`config.mk`:
```
export PLATFORM = sky130hd
export DESIGN_NAME = inv_mix_columns_seq
export DESIGN_NICKNAME = d
export VERILOG_FILES = /design/src/rtl/inv_mix_columns_seq_pkg.sv /design/src/rtl/inv_col_row_mul.sv /design/src/rtl/inv_mix_columns_seq.sv
export SDC_FILE = /design/constraint.sdc
export NUM_CORES = 1
export LEC_CHECK = 0
export CAP_MARGIN = 20
export CORE_MARGIN = 3
export CORE_UTILIZATION = 51
export CTS_CLUSTER_SIZE = 8
export DETAILED_ROUTE_END_ITERATION = 8
export PLACE_DENSITY = 0.8
export SYNTH_ARGS = -nofsm -noshare
export SYNTH_HDL_FRONTEND = slang
export SYNTH_HIERARCHICAL = 1
export SYNTH_SLANG_ARGS = --single-unit
```
`constraint.sdc`:
```
create_clock -name clk -period 5.19 [get_ports clk]
set_clock_uncertainty 0.2 [all_clocks]
set_input_delay 1.2975 -clock clk [delete_from_list [all_inputs] [get_ports clk]]
set_output_delay 1.2975 -clock clk [all_outputs]
set_load 0.03 [all_outputs]
```
`src/rtl/inv_mix_columns_seq_pkg.sv`:
```
// Shared definitions for the iterative InvMixColumns engine: widths, FSM state
// encodings and the GF(2^8) constant-multiplier cells (poly 0x11B).
package inv_mix_columns_seq_pkg;

  localparam int AES_STATE_W = 128;
  localparam int AES_COL_W   = 32;

  typedef logic [1:0] state_t;

  localparam state_t ST_IDLE = 2'd0;
  localparam state_t ST_RUN  = 2'd1;
  localparam state_t ST_DONE = 2'd2;

  function automatic logic [7:0] xtime(input logic [7:0] b);
    return {b[6:0], 1'b0} ^ (b[7] ? 8'h1b : 8'h00);
  endfunction

  // Each constant is decomposed into doublings: 9=8+1, b=8+2+1, d=8+4+1, e=8+4+2.
  function automatic logic [7:0] gmul_9(input logic [7:0] b);
    logic [7:0] x8;
    x8 = xtime(xtime(xtime(b)));
    return x8 ^ b;
  endfunction

  function automatic logic [7:0] gmul_b(input logic [7:0] b);
    logic [7:0] x2;
    logic [7:0] x8;
    x2 = xtime(b);
    x8 = xtime(xtime(x2));
    return x8 ^ x2 ^ b;
  endfunction

  function automatic logic [7:0] gmul_d(input logic [7:0] b);
    logic [7:0] x4;
    logic [7:0] x8;
    x4 = xtime(xtime(b));
    x8 = xtime(x4);
    return x8 ^ x4 ^ b;
  endfunction

  function automatic logic [7:0] gmul_e(input logic [7:0] b);
    logic [7:0] x2;
    logic [7:0] x4;
    logic [7:0] x8;
    x2 = xtime(b);
    x4 = xtime(x2);
    x8 = xtime(x4);
    return x8 ^ x4 ^ x2;
  endfunction

endpackage

```
`src/rtl/inv_col_row_mul.sv`:
```
// One inverse-MixColumns output row: the byte to be produced sits in [7:0] and its
// column neighbours follow in the upper bytes, so the coefficient order is fixed.
import inv_mix_columns_seq_pkg::*;

module inv_col_row_mul (
  input  logic [31:0] col_word,
  output logic [7:0]  row_byte
);

  assign row_byte = gmul_e(col_word[7:0])   ^
                    gmul_b(col_word[15:8])  ^
                    gmul_d(col_word[23:16]) ^
                    gmul_9(col_word[31:24]);

endmodule

```
`src/rtl/inv_mix_columns_seq.sv`:
```
// Iterative InvMixColumns: a single shared row multiplier produces one output byte
// per cycle (16 cycles per state) behind valid/ready handshakes on both sides.
import inv_mix_columns_seq_pkg::*;

module inv_mix_columns_seq (
  input  logic         clk,
  input  logic         rst,
  input  logic         in_valid,
  output logic         in_ready,
  input  logic [127:0] data_in,
  output logic         out_valid,
  input  logic         out_ready,
  output logic [127:0] data_out,
  output logic         busy
);

  state_t                 state;
  logic [3:0]             step;
  logic [AES_STATE_W-1:0] src_reg;
  logic [AES_STATE_W-1:0] res_reg;
  logic [AES_COL_W-1:0]   col_word;
  logic [AES_COL_W-1:0]   rot_word;
  logic [7:0]             mul_byte;
  logic [6:0]             col_base;
  logic [6:0]             byte_base;

  // step walks bytes in storage order: column in [3:2], row in [1:0].
  assign col_base  = {step[3:2], 5'd0};
  assign byte_base = {step, 3'd0};
  assign col_word  = src_reg[col_base +: AES_COL_W];

  always_comb begin
    rot_word = col_word;
    case (step[1:0])
      2'd1:    rot_word = {col_word[7:0],  col_word[31:8]};
      2'd2:    rot_word = {col_word[15:0], col_word[31:16]};
      2'd3:    rot_word = {col_word[23:0], col_word[31:24]};
      default: rot_word = col_word;
    endcase
  end

  inv_col_row_mul u_row_mul (
    .col_word (rot_word),
    .row_byte (mul_byte)
  );

  // The input copy carries no reset; it is only read while in RUN.
  always_ff @(posedge clk) begin
    if (state == ST_IDLE && in_valid) begin
      src_reg <= data_in;
    end
  end

  always_ff @(posedge clk) begin
    if (rst) begin
      state   <= ST_IDLE;
      step    <= 4'd0;
      res_reg <= '0;
    end else begin
      case (state)
        ST_IDLE: begin
          if (in_valid) begin
            step  <= 4'd0;
            state <= ST_RUN;
          end
        end
        ST_RUN: begin
          res_reg[byte_base +: 8] <= mul_byte;
          step                    <= step + 4'd1;
          if (step == 4'd15) begin
            state <= ST_DONE;
          end
        end
        ST_DONE: begin
          if (out_ready) begin
            state <= ST_IDLE;
          end
        end
        default: begin
          state <= ST_IDLE;
          step  <= 4'd0;
        end
      endcase
    end
  end

  assign in_ready  = (state == ST_IDLE);
  assign out_valid = (state == ST_DONE);
  assign busy      = (state == ST_RUN) || (state == ST_DONE);
  assign data_out  = res_reg;

endmodule

```
**Word level (Yosys, flattened, before mapping)**

Cells that the tools add are included.

- Register bits: 262
- Input bits: 132
- Word-level logic and storage cells: 66

- Add/sub/neg operators: 2
- Equal/unequal tests: 9
- Shifts and indexed selects: 3
- Multiplexer cells: 20
- Bitwise operators: 23
- Reduce and logical (&&, ||, !) cells: 5

Operator list:

| operator | number |
|---|---|
| $xor 8x8->8 | 22 |
| $bwmux 128 | 1 |
| $shift 8x9->128 const A | 1 |
| $shiftx 128x8->32 | 1 |
| $shiftx 8x9->128 | 1 |
| $pmux 32 s3 | 1 |
| $mux 5 | 12 |
| $pmux 4 s3 | 1 |
| $neg 7->9 | 1 |
| $eq 2x2->1 const B | 3 |
| $mux 2 | 3 |
| $pmux 2 s3 | 1 |
| $add 4x1->4 const B | 1 |
| $eq 2x1->1 const B | 2 |
| $eq 4x4->1 const B | 1 |
| $mux 4 | 1 |
| $ne 2x2->1 const B | 2 |
| $reduce_and 3->1 | 1 |
| $logic_not 2->1 | 1 |
| $ne 2x1->1 const B | 1 |
| $reduce_and 2->1 | 1 |
| $logic_and 1x1->1 | 1 |
| $logic_or 1x1->1 | 1 |
| $not 1->1 | 1 |

**Depth between registers and ports, before layout**

- Word-level depth: 15
- Depth in mapped cells: 16
- Gate-level depth less buffers: 12

**Cells and area by module**

Netlist, hierarchy kept.

By module, submodules not included:

| module | times used | cells an instance | area each (µm²) | seq. area each (µm²) |
|---|---|---|---|---|
| inv_mix_columns_seq | 1 | 981 | 11502.3 | 6526.3 |
| inv_col_row_mul | 1 | 63 | 675.6 | 0.0 |

**Worst setup path after synthesis**

No wires, ideal clock.

- Path type: input to register
- Start point: in in_valid
- End point: reg src_reg[0], enable pin
- Setup time: 502 ps
- Arrival time: 4216 ps
- Data required time: 4488 ps
- Setup slack: 273 ps
- Stages on the path: 1
- Path buffers: 0
- Cells stage by stage: and2_1

- Word-level cells in the longest chain between the ends: 1

RTL lines:

| item | RTL line | text |
|---|---|---|
| from (decl) | inv_mix_columns_seq.sv:8 | `input logic in_valid,` |
| $logic_and 1x1->1 | inv_mix_columns_seq.sv:49 | `if (state == ST_IDLE && in_valid) begin` |
| to (signal assigned) | inv_mix_columns_seq.sv:50 | `src_reg <= data_in;` |
| to (decl) | inv_mix_columns_seq.sv:19 | `logic [AES_STATE_W-1:0] src_reg;` |

Every way passes these cells.
A chain may end at the register's enable or synchronous reset.

**Worst setup path after layout**

- Start point: reg step[0]
- End point: reg res_reg[78], in the netlist data_out[78]

- Elaborated cells on any way between the ends: 42
- Classes of those cells: 1 x add/sub; 3 x eq/ne; 2 x shift; 14 x mux; 22 x bitwise

RTL lines:

| item | RTL line | text |
|---|---|---|
| from (decl) | inv_mix_columns_seq.sv:18 | `logic [3:0] step;` |
| from (signal assigned) | inv_mix_columns_seq.sv:69 | `step <= step + 4'd1;` |
| $eq 2x2->1 or $eq 2x1->1 (tied branches) | inv_mix_columns_seq.sv:34 | `case (step[1:0])` |
| $pmux 32 s3 (*) | inv_mix_columns_seq.sv:34 |  |
| via rot_word[20] | inv_mix_columns_seq.sv:22 | `logic [AES_COL_W-1:0] rot_word;` |
| $xor 8x8->8 (*) (2 in series) | inv_mix_columns_seq_pkg.sv:15 | `return {b[6:0], 1'b0} ^ (b[7] ? 8'h1b : 8'h00);` |
| $xor 8x8->8 (*) (2 in series) | inv_mix_columns_seq_pkg.sv:38 | `return x8 ^ x4 ^ b;` |
| $xor 8x8->8 (*) | inv_col_row_mul.sv:11 | `gmul_b(col_word[15:8]) ^` |
| $xor 8x8->8 (*) | inv_col_row_mul.sv:12 | `gmul_d(col_word[23:16]) ^` |
| via mul_byte[6] | inv_mix_columns_seq.sv:23 | `logic [7:0] mul_byte;` |
| $shiftx 8x9->128 (*) | inv_mix_columns_seq.sv:68 | `res_reg[byte_base +: 8] <= mul_byte;` |
| $bwmux 128 (*) | inv_mix_columns_seq.sv:68 |  |
| to (signal, indexed assignment) | inv_mix_columns_seq.sv:68 |  |
| to (decl) | inv_mix_columns_seq.sv:20 | `logic [AES_STATE_W-1:0] res_reg;` |

Mark *: on every way through the listed nets, which the timed path passes. The rest lies on a longest branch.

==> summary.txt <==
STA
  • Final min period: roughly 4.8 ns
  • RSZ-0062 raised after global routing: no
  • Hold slack: 0.2749 ns
  • Slew @ Worst Pin: ~1.2 ns
  • Max transition margin: 22.17%
  • Worst Slack Setup Final: 0.3833 ns
  • Setup_tns: 0 ns
  • Max-slew violation count: 0
  • FMAX: between 0.2 and 0.25 GHz
  • Final number of hold-violating endpoints: 0
  • Crit share post-route: ~93%
  • Final setup fails: 0

Clocking
  • Worst-Skew Late Latency: 0.51 ns
  • Clock Tree Buf Depth: 3
  • Clk slew on worst S/H paths: 0.05 ns
  • # Post-CTS Setup Buffers: 0
  • H-tree Lvls: 2
  • Root Buffer: clkbuf_16
  • CTS tree: yes
  • CTS Hold Bufs: 0
  • TritonCTS Buffers: 38
  • CTS Sinks: ~260
  • Cts repair resizes: 0

Global route
  • Initial antenna violation count: 0
  • Gr busiest metal: met2
  • GR met1 Demand/Resource: about 36%
  • Tot GR Track Use: roughly a quarter
  • Largest net degree at the start of global routing: 80
  • Total global routing overflow: 0
  • Met3 usage in global routing: under 10%
  • First-pass GRT wire length: about 53000 microns
  • Number of global-route vias before repair: just over 9000
  • Met2 Use GR: 40.27%

Critical path
  • CP required: 5.41 ns
  • Largest fanout on the critical path: 15
  • Worst EP arrival: a little over 5 ns
  • Worst setup path category: reg2reg
  • Critical path endpoint category: flip-flop
  • Crit start category: flip-flop

Power and ir drop
  • Cell Int Power: about 4.5 mW
  • P_leak: 5.742 nW
  • Fraction of power consumed by the clock network: between 30% and 40%
  • Sequential Power Share: 32.9%
  • Net Sw Frac: approximately 37%
  • Switching power: around 2.7 mW
  • Max IR drop VDD: around 650 uV
  • Gate power share: a little under two fifths
  • Power per Cell Area: 442.5 mW/mm^2

Place
  • Setup WS pre-CTS: approximately 0.52 ns
  • Dpl hpwl: ~24000 microns
  • Routability cong.: roughly 0.94
  • I/O Buffers: between 200 and 300

Finish
  • Layout cells sized above 1: a little under an eighth
  • Synth-to-layout area growth: 32.76%
  • Nets: ~1400
  • Antenna cell count: 0

Die
  • Core area: 0.02305 sq mm
  • Die footprint: roughly 0.026 sq mm
  • Die X: approximately 160 microns
  • Row cnt: 55
  • Initial Util: 52.82%
  • I/O Pins: about 260
  • Die height: 160.5 microns

Route
  • Iteration-0 DRC Markers: 966
  • Overall routed net length: 33890 microns
  • Final ANT Viol Nets: 0
  • DR vias: roughly 9000
  • Vias per Instance: between 5 and 6
  • Wire per inst: between 20 and 25 microns
  • Drt pass-1 iters: 7
  • DRC errors left: 0

Synth
  • Synth Register Bits: 262
  • Fraction of registers with async set or reset after synthesis: 0%
  • Synth cell count leaders: 151 x mux2i_1, 134 x dfxtp_1, 128 x edfxtp_1
  • Most instantiated library cell after synthesis: mux2i_1
  • Syn_nets: around 1200
  • Syn Std Cell Area: about 0.012 sq mm
  • Yosys top cell area share: approximately a third
  • Top cells by area, synth: edfxtp_1 32%, dfxtp_1 22%, mux2i_1 12%
  • Syn Inst Count: 1044
  • Ys flop type: dfxtp_1
  • Distinct cells, synth: between 60 and 70
  • Leading area contributor after synthesis: edfxtp_1
  • Post-synth EDFFs: around 130
  • Avg Inst Size Synth: between 10 and 15 sq um
  • Sequential share of the synthesized area: a little over half
  • Synth warn: 6

Status
  • Status: completed

Run
  • MaxCap Viol Count: 0

Hold path
  • Hold Path Class: reg2reg
[final timing paths]
kind,from,to,slack [ns],cells after the start
worst min register to register,data_out[75],data_out[75],0.27,2
worst max register to register,step[0],data_out[78],0.38,12
worst max-delay path,step[0],data_out[78],0.38,12
worst min-delay path,data_out[75],data_out[75],0.27,2
[routing by layer]
| layer | up-vias | wire length (microns) |
|---|---|---|
| met5 | - | 0 |
| met4 | 0 | 623 |
| met3 | 54 | 2859 |
| met2 | 444 | 15620 |
| met1 | 4403 | 14790 |
| li1 | 4323 | - |
[cell usage in the layout (no fill, tap or decap), types with 8 or more instances in the layout]
cell type,count
a21oi_1,40
a221oi_1,8
a22o_1,11
a22oi_1,23
a32oi_1,14
buf_4,25
clkbuf_16,39
clkdlybuf4s50_1,261
dfxtp_1,132
edfxtp_1,128
inv_1,10
mux2_2,50
mux2i_1,151
nand2_1,37
nand2b_1,28
nand3_1,14
nand3b_1,11
nor2_1,124
o21ai_0,36
o2bb2ai_1,11
xnor2_1,38
xor2_1,11
[final cells by class]
type,count,area [sq um]
flip-flops and latches,262,6531
well taps,313,391.6
clock inverters,2,28.78
repair buffers,288,2828
fillers,1695,6885
inverters,10,37.54
multi-input cells,698,5349
clock buffers,46,1002
[through the flow]
stage / instances / util (%) / power (mW) / instance area [sq um]
3_5_place_dp: 1570 / 65.63 / 5.020 / 15130
2_1_floorplan: 1044 / - / 3.967 / 12180
3_3_place_gp: 1570 / 65.63 / 4.972 / 15130
6_report: 1619 / 70.13 / 7.155 / 16170
4_1_cts: 1618 / 70.10 / 7.201 / 16160
5_1_grt: 1619 / 70.13 / 7.417 / 16170
[power by group through the flow]
stage               combinational [mW]  clock, mW  sequential [mW]
floorplan                         1.52          0             2.44
global placement                  2.58          0             2.39
detailed placement                2.63          0             2.39
CTS                               2.63       2.21             2.36
global route                      2.75       2.30             2.36
finish                            2.63       2.16             2.36
[critical path, cell delays in order (launching register included)]
cell	delay [ns]
dfxtp_1	0.65
inv_1	0.22
ha_1	0.39
and2_0	0.43
buf_4	0.28
a22oi_1	0.19
a32oi_1	0.15
xnor2_1	0.34
xnor3_1	0.49
xnor2_1	0.18
xnor2_2	0.77
nand2_1	0.20
mux2i_1	0.23
[cell families (layout without fill, tap and decap cells)]
logic type | count (synthesis) | count (layout) | synth area share [%]
muxes | 202 | 202 | 17.22
DFF | 262 | 262 | 53.59
xor gates and xnor gates | 64 | 64 | 5.651
adders and majority gates | 7 | 7 | 0.7192
AOI/OAI and AO/OA | 178 | 178 | 10.27
buffers and inverters | 84 | 346 | 2.877
and+or+nand+nor | 247 | 247 | 9.668
No activity file was read; power rests on OpenSTA's default activity.
